<file path="src/rtl/tcp_ack_state_ctrl.sv">
// ---------------------------------------------------------------------------
// tcp_ack_state_ctrl
//
// Purpose:
//   Sequencer for the slow-path TCP ACK-state update. It accepts one inbound
//   ACK event and reads that flow's send state from the flow state table. It
//   presents the operands to the external combinational ACK evaluator, then
//   writes the evaluated ACK state back. It also publishes a new TX head
//   pointer when the ACK number moved, and raises a retransmit request when
//   the evaluator asks for one.
//
//   Sequence: IDLE -> RD -> WAIT -> EVAL -> WR -> (RT_WAIT) -> IDLE
//
// Build option:
//   TCP_ACK_CTRL_RT_HOLD_EN
//     Defined   : rt_req_val/rt_req_flowid form a valid/ready handshake. If
//                 rt_req_rdy is low in WR, the FSM parks in RT_WAIT holding
//                 the request. No new event is accepted until it is taken.
//     Undefined : rt_req_val is a one-cycle fire-and-forget pulse in WR.
//                 rt_req_rdy is ignored and RT_WAIT does not exist.
//
// Ports:
//   clk, rst_n                 clock, synchronous active-low reset
//   ack_evt_*                  inbound ACK event (val/rdy)
//   state_rd_req_*             state table read strobe + index
//   state_rd_resp_*            read data, fixed 1-cycle latency
//   eval_* (out)               registered operands to the ACK evaluator
//   eval_next_*, eval_set_rt   evaluator results, sampled at the end of EVAL
//   state_wr_*                 state table write-back (1-cycle strobe)
//   head_ptr_wr_*              TX head pointer update (1-cycle strobe)
//   rt_req_*                   retransmit request
//   busy                       high whenever the FSM is not IDLE
// ---------------------------------------------------------------------------
module tcp_ack_state_ctrl #(
  parameter int FLOWID_W      = 8,
  parameter int ACK_NUM_W     = 32,
  parameter int DUP_CNT_W     = 2,
  parameter int PAYLOAD_LEN_W = 16,
  parameter int TX_PTR_W      = 12
) (
  input  logic                     clk,
  input  logic                     rst_n,

  input  logic                     ack_evt_val,
  input  logic [FLOWID_W-1:0]      ack_evt_flowid,
  input  logic [ACK_NUM_W-1:0]     ack_evt_ack_num,
  input  logic [PAYLOAD_LEN_W-1:0] ack_evt_payload_len,
  output logic                     ack_evt_rdy,

  output logic                     state_rd_req_val,
  output logic [FLOWID_W-1:0]      state_rd_req_flowid,
  input  logic [ACK_NUM_W-1:0]     state_rd_resp_seq_num,
  input  logic [ACK_NUM_W-1:0]     state_rd_resp_ack_num,
  input  logic [DUP_CNT_W-1:0]     state_rd_resp_dup_cnt,

  output logic [ACK_NUM_W-1:0]     eval_pkt_ack_num,
  output logic [ACK_NUM_W-1:0]     eval_seq_num,
  output logic [ACK_NUM_W-1:0]     eval_ack_num,
  output logic [DUP_CNT_W-1:0]     eval_dup_cnt,
  output logic [PAYLOAD_LEN_W-1:0] eval_payload_len,
  input  logic [ACK_NUM_W-1:0]     eval_next_ack_num,
  input  logic [DUP_CNT_W-1:0]     eval_next_dup_cnt,
  input  logic                     eval_set_rt,
  input  logic [TX_PTR_W:0]        eval_next_head_ptr,

  output logic                     state_wr_val,
  output logic [FLOWID_W-1:0]      state_wr_flowid,
  output logic [ACK_NUM_W-1:0]     state_wr_ack_num,
  output logic [DUP_CNT_W-1:0]     state_wr_dup_cnt,

  output logic                     head_ptr_wr_val,
  output logic [FLOWID_W-1:0]      head_ptr_wr_flowid,
  output logic [TX_PTR_W:0]        head_ptr_wr_ptr,

  output logic                     rt_req_val,
  output logic [FLOWID_W-1:0]      rt_req_flowid,
  input  logic                     rt_req_rdy,

  output logic                     busy
);

  typedef enum logic [2:0] {
    S_IDLE    = 3'd0,
    S_RD      = 3'd1,
    S_WAIT    = 3'd2,
    S_EVAL    = 3'd3,
    S_WR      = 3'd4
`ifdef TCP_ACK_CTRL_RT_HOLD_EN
    ,
    S_RT_WAIT = 3'd5
`endif
  } state_e;

  state_e state_q, state_d;

  // Event fields captured at accept.
  logic [FLOWID_W-1:0]      flowid_q;
  logic [ACK_NUM_W-1:0]     pkt_ack_q;
  logic [PAYLOAD_LEN_W-1:0] payload_q;

  // Evaluator operands. They are loaded in WAIT and are otherwise untouched,
  // so they are stable through EVAL and hold their values afterwards.
  logic [ACK_NUM_W-1:0]     eval_pkt_ack_q;
  logic [ACK_NUM_W-1:0]     eval_seq_q;
  logic [ACK_NUM_W-1:0]     eval_ack_q;
  logic [DUP_CNT_W-1:0]     eval_dup_q;
  logic [PAYLOAD_LEN_W-1:0] eval_payload_q;

  // Write-port data. Each group is loaded only when its strobe will fire,
  // so the data outputs hold between strobes.
  logic [FLOWID_W-1:0]      wr_flowid_q;
  logic [ACK_NUM_W-1:0]     wr_ack_q;
  logic [DUP_CNT_W-1:0]     wr_dup_q;
  logic                     head_chg_q;
  logic [FLOWID_W-1:0]      hp_flowid_q;
  logic [TX_PTR_W:0]        hp_ptr_q;
  logic                     set_rt_q;
  logic [FLOWID_W-1:0]      rt_flowid_q;

  // The head pointer is republished only when the ACK number actually moved.
  // This is a plain equality test; all sequence arithmetic lives in the
  // evaluator.
  logic head_chg;
  assign head_chg = (eval_next_ack_num != eval_ack_q);

  assign state_rd_req_flowid = flowid_q;
  assign eval_pkt_ack_num    = eval_pkt_ack_q;
  assign eval_seq_num        = eval_seq_q;
  assign eval_ack_num        = eval_ack_q;
  assign eval_dup_cnt        = eval_dup_q;
  assign eval_payload_len    = eval_payload_q;
  assign state_wr_flowid     = wr_flowid_q;
  assign state_wr_ack_num    = wr_ack_q;
  assign state_wr_dup_cnt    = wr_dup_q;
  assign head_ptr_wr_flowid  = hp_flowid_q;
  assign head_ptr_wr_ptr     = hp_ptr_q;
  assign rt_req_flowid       = rt_flowid_q;

`ifndef TCP_ACK_CTRL_RT_HOLD_EN
  // Fire-and-forget retransmit: the ready input has no effect.
  logic unused_rt_req_rdy;
  assign unused_rt_req_rdy = rt_req_rdy;
`endif

  // Next-state and strobe decode.
  always_comb begin
    state_d          = state_q;
    ack_evt_rdy      = 1'b0;
    busy             = 1'b1;
    state_rd_req_val = 1'b0;
    state_wr_val     = 1'b0;
    head_ptr_wr_val  = 1'b0;
    rt_req_val       = 1'b0;
    case (state_q)
      S_IDLE: begin
        ack_evt_rdy = 1'b1;
        busy        = 1'b0;
        if (ack_evt_val) begin
          state_d = S_RD;
        end
      end
      S_RD: begin
        state_rd_req_val = 1'b1;
        state_d          = S_WAIT;
      end
      S_WAIT: begin
        state_d = S_EVAL;
      end
      S_EVAL: begin
        state_d = S_WR;
      end
      S_WR: begin
        state_wr_val    = 1'b1;
        head_ptr_wr_val = head_chg_q;
        rt_req_val      = set_rt_q;
        state_d         = S_IDLE;
`ifdef TCP_ACK_CTRL_RT_HOLD_EN
        if (set_rt_q && !rt_req_rdy) begin
          state_d = S_RT_WAIT;
        end
`endif
      end
`ifdef TCP_ACK_CTRL_RT_HOLD_EN
      S_RT_WAIT: begin
        // Only the retransmit request is held; the writes already happened.
        rt_req_val = 1'b1;
        if (rt_req_rdy) begin
          state_d = S_IDLE;
        end
      end
`endif
      default: begin
        state_d = S_IDLE;
      end
    endcase
  end

  always_ff @(posedge clk) begin
    if (!rst_n) begin
      state_q        <= S_IDLE;
      flowid_q       <= '0;
      pkt_ack_q      <= '0;
      payload_q      <= '0;
      eval_pkt_ack_q <= '0;
      eval_seq_q     <= '0;
      eval_ack_q     <= '0;
      eval_dup_q     <= '0;
      eval_payload_q <= '0;
      wr_flowid_q    <= '0;
      wr_ack_q       <= '0;
      wr_dup_q       <= '0;
      head_chg_q     <= 1'b0;
      hp_flowid_q    <= '0;
      hp_ptr_q       <= '0;
      set_rt_q       <= 1'b0;
      rt_flowid_q    <= '0;
    end else begin
      state_q <= state_d;
      case (state_q)
        S_IDLE: begin
          if (ack_evt_val) begin
            flowid_q  <= ack_evt_flowid;
            pkt_ack_q <= ack_evt_ack_num;
            payload_q <= ack_evt_payload_len;
          end
        end
        S_WAIT: begin
          eval_pkt_ack_q <= pkt_ack_q;
          eval_payload_q <= payload_q;
          eval_seq_q     <= state_rd_resp_seq_num;
          eval_ack_q     <= state_rd_resp_ack_num;
          eval_dup_q     <= state_rd_resp_dup_cnt;
        end
        S_EVAL: begin
          wr_flowid_q <= flowid_q;
          wr_ack_q    <= eval_next_ack_num;
          wr_dup_q    <= eval_next_dup_cnt;
          head_chg_q  <= head_chg;
          set_rt_q    <= eval_set_rt;
          if (head_chg) begin
            hp_flowid_q <= flowid_q;
            hp_ptr_q    <= eval_next_head_ptr;
          end
          if (eval_set_rt) begin
            rt_flowid_q <= flowid_q;
          end
        end
        default: begin
        end
      endcase
    end
  end

endmodule
</file>
<file path="config.mk">
export PLATFORM = sky130hd
export DESIGN_NAME = tcp_ack_state_ctrl
export DESIGN_NICKNAME = d
export VERILOG_FILES = /design/src/rtl/tcp_ack_state_ctrl.sv
export SDC_FILE = /design/constraint.sdc
export NUM_CORES = 1
export LEC_CHECK = 0
export ABC_AREA = 1
export CORE_ASPECT_RATIO = 1.75
export CORE_MARGIN = 1
export CORE_UTILIZATION = 39
export CTS_CLUSTER_SIZE = 16
export DETAILED_ROUTE_END_ITERATION = 8
export HOLD_SLACK_MARGIN = 0.03
export PLACE_DENSITY_LB_ADDON = 0.1
export REMOVE_ABC_BUFFERS = 1
export SLEW_MARGIN = 20
export SYNTH_ARGS = -nofsm -noshare
export SYNTH_HDL_FRONTEND = slang
export SYNTH_SLANG_ARGS = --single-unit
</file>
<file path="constraint.sdc">
create_clock -name clk -period 1.3 [get_ports clk]
set_input_delay 0.195 -clock clk [delete_from_list [all_inputs] [get_ports clk]]
set_output_delay 0.195 -clock clk [all_outputs]
set_load 0.02 [all_outputs]
</file>
; Word-level counts from Yosys, hierarchy flattened
; Cells that the tools add are included.
; Widths: inputs -> output; s select.
[word_totals]
inputBits = 174
reg_bits = 246
[classes]
reduce_logical = 4
n_mux = 8
eq_ne = 6
[op_table]
columns = cell, count
row1 = $ne 32x32->1, 1
row2 = $pmux 3 s4, 1
row3 = $eq 3x2->1 const B, 2
row4 = $mux 1, 6
row5 = $reduce_and 2->1, 3
row6 = $eq 3x1->1 const B, 1
row7 = $eq 3x3->1 const B, 1
row8 = $logic_not 3->1, 1
row9 = $mux 3, 1
row10 = $ne 2x2->1 const B, 1

; Depth between registers and ports, before layout
; Gate-level depths: netlist of run 1.
[logic_depth]
word_depth = 2
ltp_mapped = 12
mapped_depth_nobuf = 11

; Worst setup path before layout of run 1
; OpenSTA, ideal clock, no wires.
[synth_timing]
path_type = flip-flop to output port
start = register state_q[1]
end = output head_ptr_wr_val
slack_ps = -234
arrival_time_ps = 1339
stages_incl_launch_ff = 4
cell_sequence = dfxtp_1 -> nor3_1 -> inv_1 -> nor2_1
[synth_via]
elab_chain_len = 2
[synth_lines]
columns = element, line
row1 = start: declaration, 94  ; state_e state_q, state_d;
row2 = start signal: assignment, 218  ; state_q <= state_d;
row3 = $eq 3x3->1, 154  ; case (state_q)
row4 = $mux 1, 154
row5 = end: declaration, 71  ; output logic head_ptr_wr_val,
; No other way between the ends.

; Worst setup path in the final report of run 1
[layout_timing]
start = register state_q[2]
end = output ack_evt_rdy
[layout_via]
elab_chain_len = 2
[layout_lines]
columns = element, line
row1 = $logic_not 3->1, 154
row2 = $mux 1, 154
row3 = end: declaration, 48  ; output logic ack_evt_rdy,
; No other way between the ends.

==> flow_metrics.tcl, run 1 <==
set metrics [dict create \
    synth_mux_area_share_pct 0 \
    cp.arrival_ns 1.46 \
    via_per_inst 5.16 \
    startpoint_type "flop" \
    finalHoldViolCount 0 \
    critPathMaxFanout 3 \
    cts_max_path_buffers 3 \
    die_height_um 206 \
    end_kind "output pin" \
    p_switching_uw 6140 \
    yosys.area_share.simple_pct 22.2 \
    hp-class "in2reg" \
    drtIter0Drc 547 \
    cap_violations 0 \
    clkPwrFrac_pct 36.7 \
    synthCells 1185 \
    p_leak_uw 0.00767 \
    wl_um 39500 \
    p_per_area_mw_per_mm2 1220 \
    ios 373 \
    wl_per_cell_um 19.7 \
    dr.pass1.iters 5 \
    syn2layout_area_growth_pct 89.9 \
    vias 10300 \
    antenna_left 0 \
    finalCritPeriodShare_pct 128 \
    maxSlewHeadroom_pct 73.6 \
    pwr-share-comb_pct 23.9 \
    die_area_mm2 0.0243 \
    worstSkewPairLatency_ns 0.53 \
    grt_max_degree 62 \
    synth-xor-area-share_pct 2.18 \
    pwr-share-seq_pct 39.4 \
    p_sw_share_pct 28.6 \
    portBuffers 371 \
    hold_buffers 0 \
    internal_power_uw 15300 \
    report.final.slew_viol_count 0 \
    max_freq_mhz 603 \
    synth_warnings 0 \
    worstPathCellList "nor2_4, inv_2, nor2_4, buf_6, buf_6" \
    die_w_um 118 \
    cts_root_buf "clkbuf_16" \
    critPathSlowestCell "dfxtp_4" \
    postSynthAreaPerCell_um2 7.80 \
    clkSinkCount 246 \
    ys_seq_area_share_pct 53.3 \
    synthAdderAreaFrac_pct 0 \
    synth_top_family_by_area "simple AND/OR/NAND/NOR gates" \
    overflow 0 \
    rsz0062_at_grt "true" \
    nNetsFinal 1854 \
    cts_tree "yes" \
    setup_violations 260 \
    cts_buffers 24 \
    synth_compound_area_share_pct 15.4 \
    rows 74 \
    period_minus_slack_ns 1.66 \
    instances_no_fill 2003 \
    critPathMaxStageDelay_ns 0.36 \
    final.fill_count 1677 \
    dp_cells 1875 \
    coreArea_mm2 0.0233 \
    antenna_found_initial 1 \
    grtUsageMet2_pct 44.8 \
    total_power_uw 21400 \
    crit_required_ns 1.11 \
    gp_congestion 0.863 \
    ctsHtreeMaxLevel 1 \
    drc_errors 0 \
    ir_worst_vdd_v 0.000969 \
    most-common-layout-cells "dfxtp_1, nor2_1, buf_2" \
    drive_gt1_share_pct 48.2 \
    violations "negative setup slack" \
    met3_usage_pct 4.77 \
    final_common_cell "dfxtp_1" \
    dp_hpwl_um 21200 \
    ys_ff_latch 246 \
    outcome "finished with violations" \
    worstSetupPathType "reg2out" \
    clock_skew_ns 0.00984 \
    start_util_pct 39.6 \
    grt_pass1_vias 8928 \
    yosysUniqueCellTypes 21 \
    grt.busiest_layer "met2" \
    clk_pin_slew_worst_paths_ns 0.07 \
    fin_ws_ns -0.358 \
    grt_pass1_wl_um 49000 \
    synth_area_mm2 0.00924 \
    grt_use_met1_pct 29.5 \
    track_usage_pct 25.2 \
    worst_slew_pin_slew_ns 0.394 \
]
what timing repair did:
action,CTS,global route
setup buffers,8,29
gates resized for setup,980,566
pin swaps,14,123
gates cloned,5,51
endpoints found under the setup margin,432,268
critical path: cells and delay by family (launching register included):
family / cells / cell delay, ns
DFF: 1 / 0.36
and+or+nand+nor: 2 / 0.25
buffers and inverters: 3 / 0.33
metrics by stage:
step / cell area, µm² / setup TNS (ns) / hold slack (ns) / worst slack (ns) / utilization, %
after floorplan: 8800 / -322.06 / 0.288 / -1.79 / -
final: 17500 / -53.67 / 0.0624 / -0.358 / 75.2
after global routing: 17500 / -70.74 / 0.0611 / -0.425 / 75.2
after detailed placement: 13900 / -44.21 / 0.447 / -0.632 / 59.4
after CTS: 14400 / -51.66 / 0.0544 / -0.384 / 61.9
after global placement: 13900 / -39.31 / 0.439 / -0.580 / 59.4
per-layer routing:
layer  vias to the layer above  routed length (µm)
met4                         0                1910
met1                      4995               14300
met3                       110                2290
met5                         -                   0
met2                       388               21000
li1                       4849                   -
synthesized netlist by cell type (all sizes together):
master,number,area (µm²)
buf,41,272
o21a,1,7.51
nand2,133,509
a21oi,103,515
dfxtp,246,4920
xnor2,23,201
nor2,304,1180
nor3,9,45.0
o21ai,155,776
a221oi,8,120
clkbuf,44,166
nand3,63,315
inv,55,206
flip-flops by register name, summed over array words and instances (netlist names), 13 cells and up:
register and cells:
eval_ack_num 32, eval_payload_len 16, eval_pkt_ack_num 32, eval_seq_num 32, head_ptr_wr_ptr 13, payload_q 16, pkt_ack_q 32, state_wr_ack_num 32
cell type report:
cell class / count / area, µm² / area share, %
tap: 304 / 380 / 2.17
antenna: 1 / 2.50 / 0.0143
clock inverter: 12 / 193 / 1.10
sequential: 246 / 4970 / 28.3
inverter: 55 / 243 / 1.38
clock buffer: 32 / 692 / 3.94
timing repair inverter: 2 / 40.0 / 0.228
timing repair buffer: 550 / 5610 / 32.0
multi-input combinational: 801 / 5410 / 30.8
final timing paths:
check,slack (ns),cells after the start,to,startpoint
worst min-delay path,0.06,3,head_ptr_wr_ptr[5]$_SDFFE_PN0P_,rst_n
worst max register to register,-0.32,9,eval_ack_num[28]$_SDFFE_PN0N_,state_q[2]$_SDFFE_PN0P_
worst min register to register,0.45,2,pkt_ack_q[29]$_SDFFE_PN0P_,pkt_ack_q[29]$_SDFFE_PN0P_
worst max-delay path,-0.36,5,ack_evt_rdy,state_q[2]$_SDFFE_PN0P_
cell families (layout without fill, tap and decap cells):
kind of cell              count (synthesis)  count (layout)
buffers and inverters                   140             651
xor gates and xnor gates                 23              23
and+or+nand+nor                         509             511
other                                     0               1
AOI/OAI and AO/OA                       267             267
DFF                                     246             246
power groups by stage:
stage          clock, µW  sequential, µW  combinational, µW
4_1_cts             7920            8330               3670
2_1_floorplan          0            8940               1020
3_3_place_gp           0            8460               3670
6_report            7860            8460               5130
5_1_grt             8220            8510               5390
3_5_place_dp           0            8470               3690
Note: power is estimated with default switching activity, not from simulation.
==> run 2, diff against run 1 <==
--- a/config.mk
+++ b/config.mk
@@ -6,6 +6,7 @@
 export NUM_CORES = 1
 export LEC_CHECK = 0
 export ABC_AREA = 1
+export CAP_MARGIN = 20
 export CORE_ASPECT_RATIO = 1.75
 export CORE_MARGIN = 1
 export CORE_UTILIZATION = 39
@@ -13,7 +14,6 @@
 export DETAILED_ROUTE_END_ITERATION = 8
 export HOLD_SLACK_MARGIN = 0.03
 export PLACE_DENSITY_LB_ADDON = 0.1
-export REMOVE_ABC_BUFFERS = 1
 export SLEW_MARGIN = 20
 export SYNTH_ARGS = -nofsm -noshare
 export SYNTH_HDL_FRONTEND = slang
==> flow_metrics.tcl, run 2 (synthesis gave the netlist of run 1 again) <==
set metrics [dict create \
    outcome "finished with violations" \
    violations "negative setup slack" \
    worst_slew_pin_slew_ns 0.321 \
    antenna_left 0 \
    instances_no_fill 1995 \
    final_common_cell "dfxtp_1" \
    rsz0062_at_grt "true" \
    portBuffers 371 \
    coreArea_mm2 0.0233 \
    grt_pass1_vias 8915 \
    fin_ws_ns -0.345 \
    ir_worst_vdd_v 0.00111 \
    maxSlewHeadroom_pct 78.6 \
    drive_gt1_share_pct 45.5 \
    die_height_um 206 \
    period_minus_slack_ns 1.65 \
    vias 10200 \
    ctsHtreeMaxLevel 1 \
    crit_required_ns 1.70 \
    finalCritPeriodShare_pct 127 \
    hold_buffers 0 \
    grt_pass1_wl_um 47100 \
    r2r_start "eval_ack_num[22]$_SDFFE_PN0N_" \
    worstSetupPathType "reg2reg" \
    r2r_setup_slack_ns -0.35 \
    hp-class "in2reg" \
    worstHoldPathCells 4 \
    cts_buffers 24 \
    dp_hpwl_um 21800 \
    setup_violations 264 \
    critPathSlowestCell "dfxtp_4" \
    cts_max_path_buffers 3 \
    reg2reg_to "head_ptr_wr_ptr[9]$_SDFFE_PN0P_" \
    end_kind "flop" \
    clkSinkCount 246 \
    track_usage_pct 24.3 \
    dp_cells 1873 \
    most-common-layout-cells "dfxtp_1, nor2_1, clkdlybuf4s50_1, buf_2, nor2_4" \
    wl_um 38000 \
    p_per_area_mw_per_mm2 1170 \
    gp_congestion 0.838 \
    critPathMaxFanout 8 \
    syn2layout_area_growth_pct 85.8 \
    worstRegToRegCells 9 \
    worstPathCellList "xnor2_2, nand2_1, nor2_2, nand2_1, nor2_4, nand2_8, buf_12, a21oi_1, nor2_1" \
    cts_tree "yes" \
    via_per_inst 5.09 \
    startpoint_type "flop" \
    wl_per_cell_um 19.0 \
    cp_num_buf_inv 1 \
    report.final.slew_viol_count 0 \
    max_freq_mhz 608 \
    die_w_um 118 \
    cp.arrival_ns 2.05 \
    hold_start "rst_n" \
    preCtsSetupSlack_ns -0.671 \
    cap_violations 0 \
    p_leak_uw 0.00748 \
    antenna_found_initial 1 \
    die_area_mm2 0.0243 \
    start_util_pct 39.6 \
    worstSkewPairLatency_ns 0.52 \
    cts_root_buf "clkbuf_16" \
    rows 74 \
    drc_errors 0 \
    holdPathEnd "eval_ack_num[3]$_SDFFE_PN0N_" \
    syn-num-nets 1359 \
    critPathMaxStageDelay_ns 0.35 \
    ios 373 \
    dr.pass1.iters 4 \
    cp_top_family "simple AND/OR/NAND/NOR gates" \
    clock_skew_ns 0.0116 \
    final.fill_count 1749 \
    overflow 0 \
    clk_pin_slew_worst_paths_ns 0.07 \
    drtIter0Drc 561 \
    nNetsFinal 1848 \
    finalHoldViolCount 0 \
    grt_max_degree 71 \
    cp_common_cell "nand2_1" \
]
==> run 2: what timing repair did <==
| action | in CTS | in global routing |
|---|---|---|
| pin swaps | 3 | 72 |
| cloned | 0 | 44 |
| resized for setup | 906 | 544 |
| endpoints found under the setup margin | 442 | 278 |
| buffers inserted | 5 | 33 |
==> run 2: how the worst max path moves through the flow <==
stage	startpoint	end	slack (ns)	cells past startpoint
global placement	eval_next_ack_num[23]	head_ptr_wr_ptr[10]$_SDFFE_PN0P_	-0.61	10
global route	eval_ack_num[11]$_SDFFE_PN0N_	head_ptr_wr_ptr[9]$_SDFFE_PN0P_	-0.44	9
detailed placement	eval_next_ack_num[22]	head_ptr_wr_ptr[9]$_SDFFE_PN0P_	-0.67	10
floorplan	eval_ack_num[19]$_SDFFE_PN0N_	head_ptr_wr_ptr[10]$_SDFFE_PN0P_	-0.04	9
finish	eval_ack_num[22]$_SDFFE_PN0N_	head_ptr_wr_ptr[9]$_SDFFE_PN0P_	-0.35	9
CTS	state_q[0]$_SDFFE_PN0P_	busy	-0.32	5
==> run 2: routing by layer <==
metal	track usage (%)	up-vias	wire [µm]
met3	4.60	131	2230
li1	-	4824	-
met1	27.6	4807	13900
met2	42.5	393	19700
met5	0	-	0
met4	14.3	0	2190
==> run 2: final cells by class <==
class                           count  area (µm²)  area share (%)
Antenna cell                        2        5.00          0.0292
Clock buffer                       30         654            3.81
Clock inverter                     11        75.1           0.438
Inverter                           55         240            1.40
Multi-Input combinational cell    800        5320            31.0
Sequential cell                   246        5020            29.2
Tap cell                          304         380            2.22
Timing Repair Buffer              546        5460            31.8
Timing Repair inverter              1        11.3          0.0656
==> run 2: power breakdown <==
| group | leakage, µW | switching [µW] | internal, µW | total [µW] |
|---|---|---|---|---|
| clock network | 0.000357 | 2980 | 3740 | 6720 |
| logic | 0.00509 | 2560 | 2420 | 4980 |
| registers | 0.00203 | 395 | 8050 | 8450 |
==> run 2: worst register-to-register path, cell delays in order (launching register included) <==
cell	delay [ns]
dfxtp_4	0.35
xnor2_2	0.14
nand2_1	0.09
nor2_2	0.15
nand2_1	0.11
nor2_4	0.15
nand2_8	0.13
buf_12	0.17
a21oi_1	0.16
nor2_1	0.08
==> run 2: per-stage QoR <==
step	TNS, ns	hold slack (ns)	power, µW	util (%)	area [µm²]
5_1_grt	-66.12	0.171	20900	73.5	17200
3_5_place_dp	-47.99	0.441	12200	60.0	14000
4_1_cts	-34.90	0.107	18700	60.5	14100
2_1_floorplan	-1.52	0.329	10100	-	9350
6_report	-50.06	0.175	20100	73.5	17200
3_3_place_gp	-47.88	0.437	12200	60.0	14000
==> run 3, diff against run 2 <==
--- a/config.mk
+++ b/config.mk
@@ -14,7 +14,7 @@
 export DETAILED_ROUTE_END_ITERATION = 8
 export HOLD_SLACK_MARGIN = 0.03
 export PLACE_DENSITY_LB_ADDON = 0.1
-export SLEW_MARGIN = 20
+export REMOVE_ABC_BUFFERS = 1
 export SYNTH_ARGS = -nofsm -noshare
 export SYNTH_HDL_FRONTEND = slang
 export SYNTH_SLANG_ARGS = --single-unit
==> results of run 3 <==
The final DEF is identical to that of run 1; final timing and power are the same.
